### src/rtl/hs_pkg.sv
// Shared types and width helpers for the multi-channel SPI handshake arbiter.
package hs_pkg;

   typedef enum logic [1:0] {
      IDLE    = 2'd0,
      ACTIVE  = 2'd1,
      RELEASE = 2'd2
   } hs_state_t;

   // Width of a channel index; a single channel still gets one bit.
   function automatic int idx_w(input int n);
      return (n > 1) ? $clog2(n) : 1;
   endfunction

   // Width of a timer that must hold 0..t; t=0 means the timer is unused.
   function automatic int tmr_w(input int t);
      return (t > 0) ? $clog2(t + 1) : 1;
   endfunction

endpackage

### src/rtl/rr_arbiter.sv
// Combinational round-robin pick: first set request strictly after ptr, wrapping.
// Zero latency; no flow control of its own, the caller samples it only when idle.
module rr_arbiter
   import hs_pkg::*;
#(
   parameter  int NUM_CH = 4,
   localparam int IW     = idx_w(NUM_CH)
) (
   input  logic [NUM_CH-1:0] req,
   input  logic [IW-1:0]     ptr,
   output logic [NUM_CH-1:0] gnt_onehot,
   output logic [IW-1:0]     gnt_idx,
   output logic              any
);

   always_comb begin
      gnt_onehot = '0;
      gnt_idx    = '0;
      any        = 1'b0;
      for (int i = 0; i < NUM_CH; i++) begin
         int          pos;
         logic [IW-1:0] j;
         pos = (int'(ptr) + 1 + i) % NUM_CH;
         j   = IW'(pos);
         if (!any && req[j]) begin
            any           = 1'b1;
            gnt_idx       = j;
            gnt_onehot[j] = 1'b1;
         end
      end
   end

endmodule

### src/rtl/handshake_arb.sv
// Round-robin handshake controller: grants one requester, pulses start, waits for done.
// Request-to-start is 1 cycle; a granted channel holds its grant until it releases ready.
module handshake_arb
   import hs_pkg::*;
#(
   parameter  int NUM_CH         = 4,
   parameter  int TIMEOUT_CYCLES = 1024,
   parameter  int CNT_W          = 8,
   localparam int IW             = idx_w(NUM_CH)
) (
   input  logic              clk,
   input  logic              rst_l,
   input  logic [NUM_CH-1:0] ready,
   input  logic              done,
   output logic              start,
   output logic [NUM_CH-1:0] grant,
   output logic [IW-1:0]     grant_idx,
   output logic              busy,
   output logic              timeout_err,
   output logic              abort,
   output logic [CNT_W-1:0]  xfer_cnt
);

   localparam int TW = tmr_w(TIMEOUT_CYCLES);

   hs_state_t         state, state_nx;
   logic [TW-1:0]     timer, timer_nx;
   logic [IW-1:0]     rr_ptr, rr_ptr_nx;
   logic [NUM_CH-1:0] grant_nx;
   logic [IW-1:0]     grant_idx_nx;
   logic              start_nx, timeout_nx, abort_nx;
   logic [CNT_W-1:0]  xfer_cnt_nx;

   logic [NUM_CH-1:0] arb_onehot;
   logic [IW-1:0]     arb_idx;
   logic              arb_any;

   rr_arbiter #(.NUM_CH(NUM_CH)) u_rr (
      .req        (ready),
      .ptr        (rr_ptr),
      .gnt_onehot (arb_onehot),
      .gnt_idx    (arb_idx),
      .any        (arb_any)
   );

   logic timer_hit;
   assign timer_hit = (TIMEOUT_CYCLES != 0) && (timer == TW'(TIMEOUT_CYCLES - 1));

   // Pulses are registered on the edge that leaves ACTIVE, so they line up
   // with the state change they report.
   always_comb begin
      state_nx     = state;
      timer_nx     = timer;
      rr_ptr_nx    = rr_ptr;
      grant_nx     = grant;
      grant_idx_nx = grant_idx;
      start_nx     = 1'b0;
      timeout_nx   = 1'b0;
      abort_nx     = 1'b0;
      xfer_cnt_nx  = xfer_cnt;
      unique case (state)
         IDLE: begin
            if (arb_any) begin
               state_nx     = ACTIVE;
               grant_nx     = arb_onehot;
               grant_idx_nx = arb_idx;
               start_nx     = 1'b1;
               timer_nx     = '0;
            end
         end
         ACTIVE: begin
            timer_nx = timer + TW'(1);
            if (done) begin
               xfer_cnt_nx = xfer_cnt + CNT_W'(1);
               state_nx    = RELEASE;
            end else if (!ready[grant_idx]) begin
               abort_nx     = 1'b1;
               state_nx     = IDLE;
               rr_ptr_nx    = grant_idx;
               grant_nx     = '0;
               grant_idx_nx = '0;
            end else if (timer_hit) begin
               timeout_nx = 1'b1;
               state_nx   = RELEASE;
            end
         end
         RELEASE: begin
            if (!ready[grant_idx] && !done) begin
               state_nx     = IDLE;
               rr_ptr_nx    = grant_idx;
               grant_nx     = '0;
               grant_idx_nx = '0;
            end
         end
         default: begin
            state_nx     = IDLE;
            grant_nx     = '0;
            grant_idx_nx = '0;
         end
      endcase
   end

   always_ff @(posedge clk) begin
      if (!rst_l) begin
         state       <= IDLE;
         timer       <= '0;
         rr_ptr      <= IW'(NUM_CH - 1);
         grant       <= '0;
         grant_idx   <= '0;
         start       <= 1'b0;
         busy        <= 1'b0;
         timeout_err <= 1'b0;
         abort       <= 1'b0;
         xfer_cnt    <= '0;
      end else begin
         state       <= state_nx;
         timer       <= timer_nx;
         rr_ptr      <= rr_ptr_nx;
         grant       <= grant_nx;
         grant_idx   <= grant_idx_nx;
         start       <= start_nx;
         busy        <= (state_nx != IDLE);
         timeout_err <= timeout_nx;
         abort       <= abort_nx;
         xfer_cnt    <= xfer_cnt_nx;
      end
   end

endmodule
### config.mk
export PLATFORM = sky130hd
export DESIGN_NAME = handshake_arb
export DESIGN_NICKNAME = d
export VERILOG_FILES = /design/src/rtl/hs_pkg.sv /design/src/rtl/rr_arbiter.sv /design/src/rtl/handshake_arb.sv
export SDC_FILE = /design/constraint.sdc
export NUM_CORES = 1
export LEC_CHECK = 0
export ABC_CLOCK_PERIOD_IN_PS = 3600
export CORE_UTILIZATION = 45
export CTS_BUF_LIST = sky130_fd_sc_hd__clkbuf_16
export CTS_CLUSTER_DIAMETER = 200
export CTS_CLUSTER_SIZE = 20
export DETAILED_ROUTE_END_ITERATION = 10
export GPL_TIMING_DRIVEN = 0
export PLACE_DENSITY_LB_ADDON = 0.25
export SETUP_SLACK_MARGIN = 0.1
export SLEW_MARGIN = 20
export SYNTH_ARGS = -nofsm -noshare
export SYNTH_HDL_FRONTEND = slang
export SYNTH_SLANG_ARGS = --single-unit
export TNS_END_PERCENT = 100
### constraint.sdc
create_clock -name clk -period 3.6 [get_ports clk]
set_input_delay 0.54 -clock clk [delete_from_list [all_inputs] [get_ports clk]]
set_output_delay 0.54 -clock clk [all_outputs]
set_load 0.1 [all_outputs]
==> results.yml <==
status:
  status: "complete, but fails checks"
  violations: "design-rule violations"
final_layout:
  fin_nets: 290
  drive_gt1_share_pct: 12.6
  diodes: 0
  syn_to_final_growth_pct: 21.0
  fin_cells: 329
routing:
  wirelength_mm: 4.66
  vias: 1930
  final_antenna_net_count: 0
  wl_per_cell_microns: 14.2
  drt_pre_antenna_iters: 7
  drc: 6
  drtIter0Drc: 153
  drt-vias-per-instance: 5.87
critical_path:
  cp_slowest_cell: "nor2_1"
  worstPathArrival_ps: 3080
  start_kind: "flop"
  cp_max_fo: 10
  endpoint_kind: "flop"
  rr_startpoint: "rr_ptr[0]"
  cp.required_ps: 3760
  crit_buf_inv: 3
  cp_num_cells: 9
  cp-startpoint: "rr_ptr[0]"
  cpPeakStageDelay_ps: 420
  criticalPathCategory: "reg -> reg"
  cpLargestDelayFamily: "compound AO/OA/AOI/OAI gates"
  crit_path_cell_trace: "buf_6 > buf_2 > inv_1 > ha_1 > nor2_1 > mux2i_1 > nor3_1 > o32a_1 > a221o_1"
  rr_worst_depth: 9
synthesis:
  synth_seq_cells: 33
  syn_area_per_cell_sq_um: 8.64
  yosys.cell_types.count: 56
  yosysSeqAreaShare_pct: 31.2
  async_flop_share_pct: 0
  synth_top_area_cell: "dfxtp_1"
  yosysMostFrequentCell: "dfxtp_1"
  synth_fp_nets: 259
  syn_area_sq_um: 2120
  syn_inst: 245
  synthTopCellsByCount: "dfxtp_1, nand2_1, o21ai_0"
  ys_warn_count: 0
  synth_top_area_share_pct: 31.2
  ys_dominant_reg_cell: "dfxtp_1"
  synth-edff-count: 0
  ys_top_cells_by_area: "dfxtp_1, ha_1, o21ai_0, mux2i_1, nand2_1"
hold_path:
  hold_depth: 1
  min_from: "grant[2]"
  min_path_type: "reg -> reg"
sta:
  finClkSkew_ps: 3.61
  worst_slack_ps: 677
  worst_pin_slew_ps: 980
  slew_headroom_pct: 34.4
  finalHoldViolations: 0
  rsz0062_at_grt: "false"
  fmax_ghz: 0.342
  slew_violations: 0
  finalSetupViolCount: 0
  finalSetupTns_ps: 0
  min_period_ps: 2920
  fin_crit_sh_pct: 81.2
power_and_ir_drop:
  powerDensity_nw_per_um2: 457
  peakVddDrop_v: 0.000270
  total_leakage_power_nw: 0.965
clocking:
  clock_latency_ps: 270
  post_cts_buffers: 0
  cts_sinks: 33
  cts_hold_buf: 0
  cts_resized: 0
  cts_buffers: 5
  path_clk_slew_ps: 50
  cts_buffer_depth: 2
  cts_tree: "done"
  ctsHtreeMaxLevel: 2
  cts_root_buf: "clkbuf_16"
flow_run:
  maxCapViolations: 0
die:
  initial_utilization_pct: 47.6
  coreArea_sq_um: 4440
  ios: 25
  dieWidth_microns: 70.6
  die_h_microns: 70.6
  rows: 24
  dieArea_sq_um: 4980
grt:
  grt_max_degree: 11
  gr-total-overflow: 0
  grt_usage_pct: 20.6
  grt_pass1_vias: 1810
  antenna_found_initial: 0
  grt_pass1_wl_mm: 8.24
placed_design:
  dpl.hpwl_mm: 3.34
  dp_slack_ps: 744
  placed_cells: 321
  gp_congestion: 0.824
  port_buffers: 24
==> logic make-up after synthesis <==
| family | after synthesis | synth area share (%) |
|---|---|---|
| simple gates | 83 | 20.5 |
| compound gates | 72 | 25.5 |
| flops | 33 | 31.2 |
| buf+inv | 29 | 6.91 |
| mux | 13 | 8.45 |
| xor+xnor | 8 | 3.31 |
| fa+ha+maj | 7 | 4.14 |
==> stage by stage <==
stage               instance area (sq um)  hold slack [ps]  power, mW  util, %
floorplan                            2120              432      0.699        -
global placement                     2420              451      0.778     54.5
detailed placement                   2420              457      0.780     54.5
CTS                                  2560              473       1.18     57.6
global route                         2560              491       1.22     57.6
finish                               2560              470       1.17     57.6
==> area by class of cell <==
class,instances,area (sq um)
multi-input cells,183,1310
clock inverters,3,13.8
inverters,13,48.8
plain buffers,16,97.6
clock buffers,5,125
fillers,420,1880
repair buffers,24,240
well taps,52,65.1
flip-flops and latches,33,661
==> routing by layer <==
| metal | track usage [%] | share of wire, % |
|---|---|---|
| met5 | 0 | 0 |
| met1 | 27.5 | 47 |
| met4 | 8.89 | 1.9 |
| met3 | 3.56 | 3.4 |
| met2 | 33.1 | 47 |
==> worst paths after layout <==
check	endpoint	slack [ps]
setup reg to reg	grant_idx[1]	680
setup / recovery	grant_idx[1]	680
hold reg to reg	grant[2]	470
hold / removal	grant[2]	470
==> power by group <==
part / switching, mW / internal (mW) / total [mW]
Clock: 0.145 / 0.250 / 0.395
Combinational: 0.245 / 0.128 / 0.373
Sequential: 0.0151 / 0.387 / 0.402
==> cells in the final DEF, fill, tap and decap left out, types with 5 or more instances in the layout <==
cell type / count
dfxtp_1: 33
clkdlybuf4s50_1: 24
nand2_1: 18
o21ai_0: 15
inv_1: 14
nor2_1: 13
nand3_1: 10
and2_1: 9
a21oi_1: 8
mux2i_1: 7
ha_1: 7
buf_2: 6
clkbuf_1: 6
a31oi_1: 6
nor3_1: 6
xnor2_1: 6
nor2b_1: 5
clkbuf_16: 5
==> state kept, by name (all words and copies together), names as in the netlist <==
| register | flops |
|---|---|
| state | 2 |
| timeout_err | 1 |
| grant_idx | 2 |
| xfer_cnt | 8 |
| rr_ptr | 2 |
| abort | 1 |
| grant | 4 |
| timer | 11 |
| start | 1 |
| busy | 1 |
Note: power is estimated with default switching activity, not from simulation.
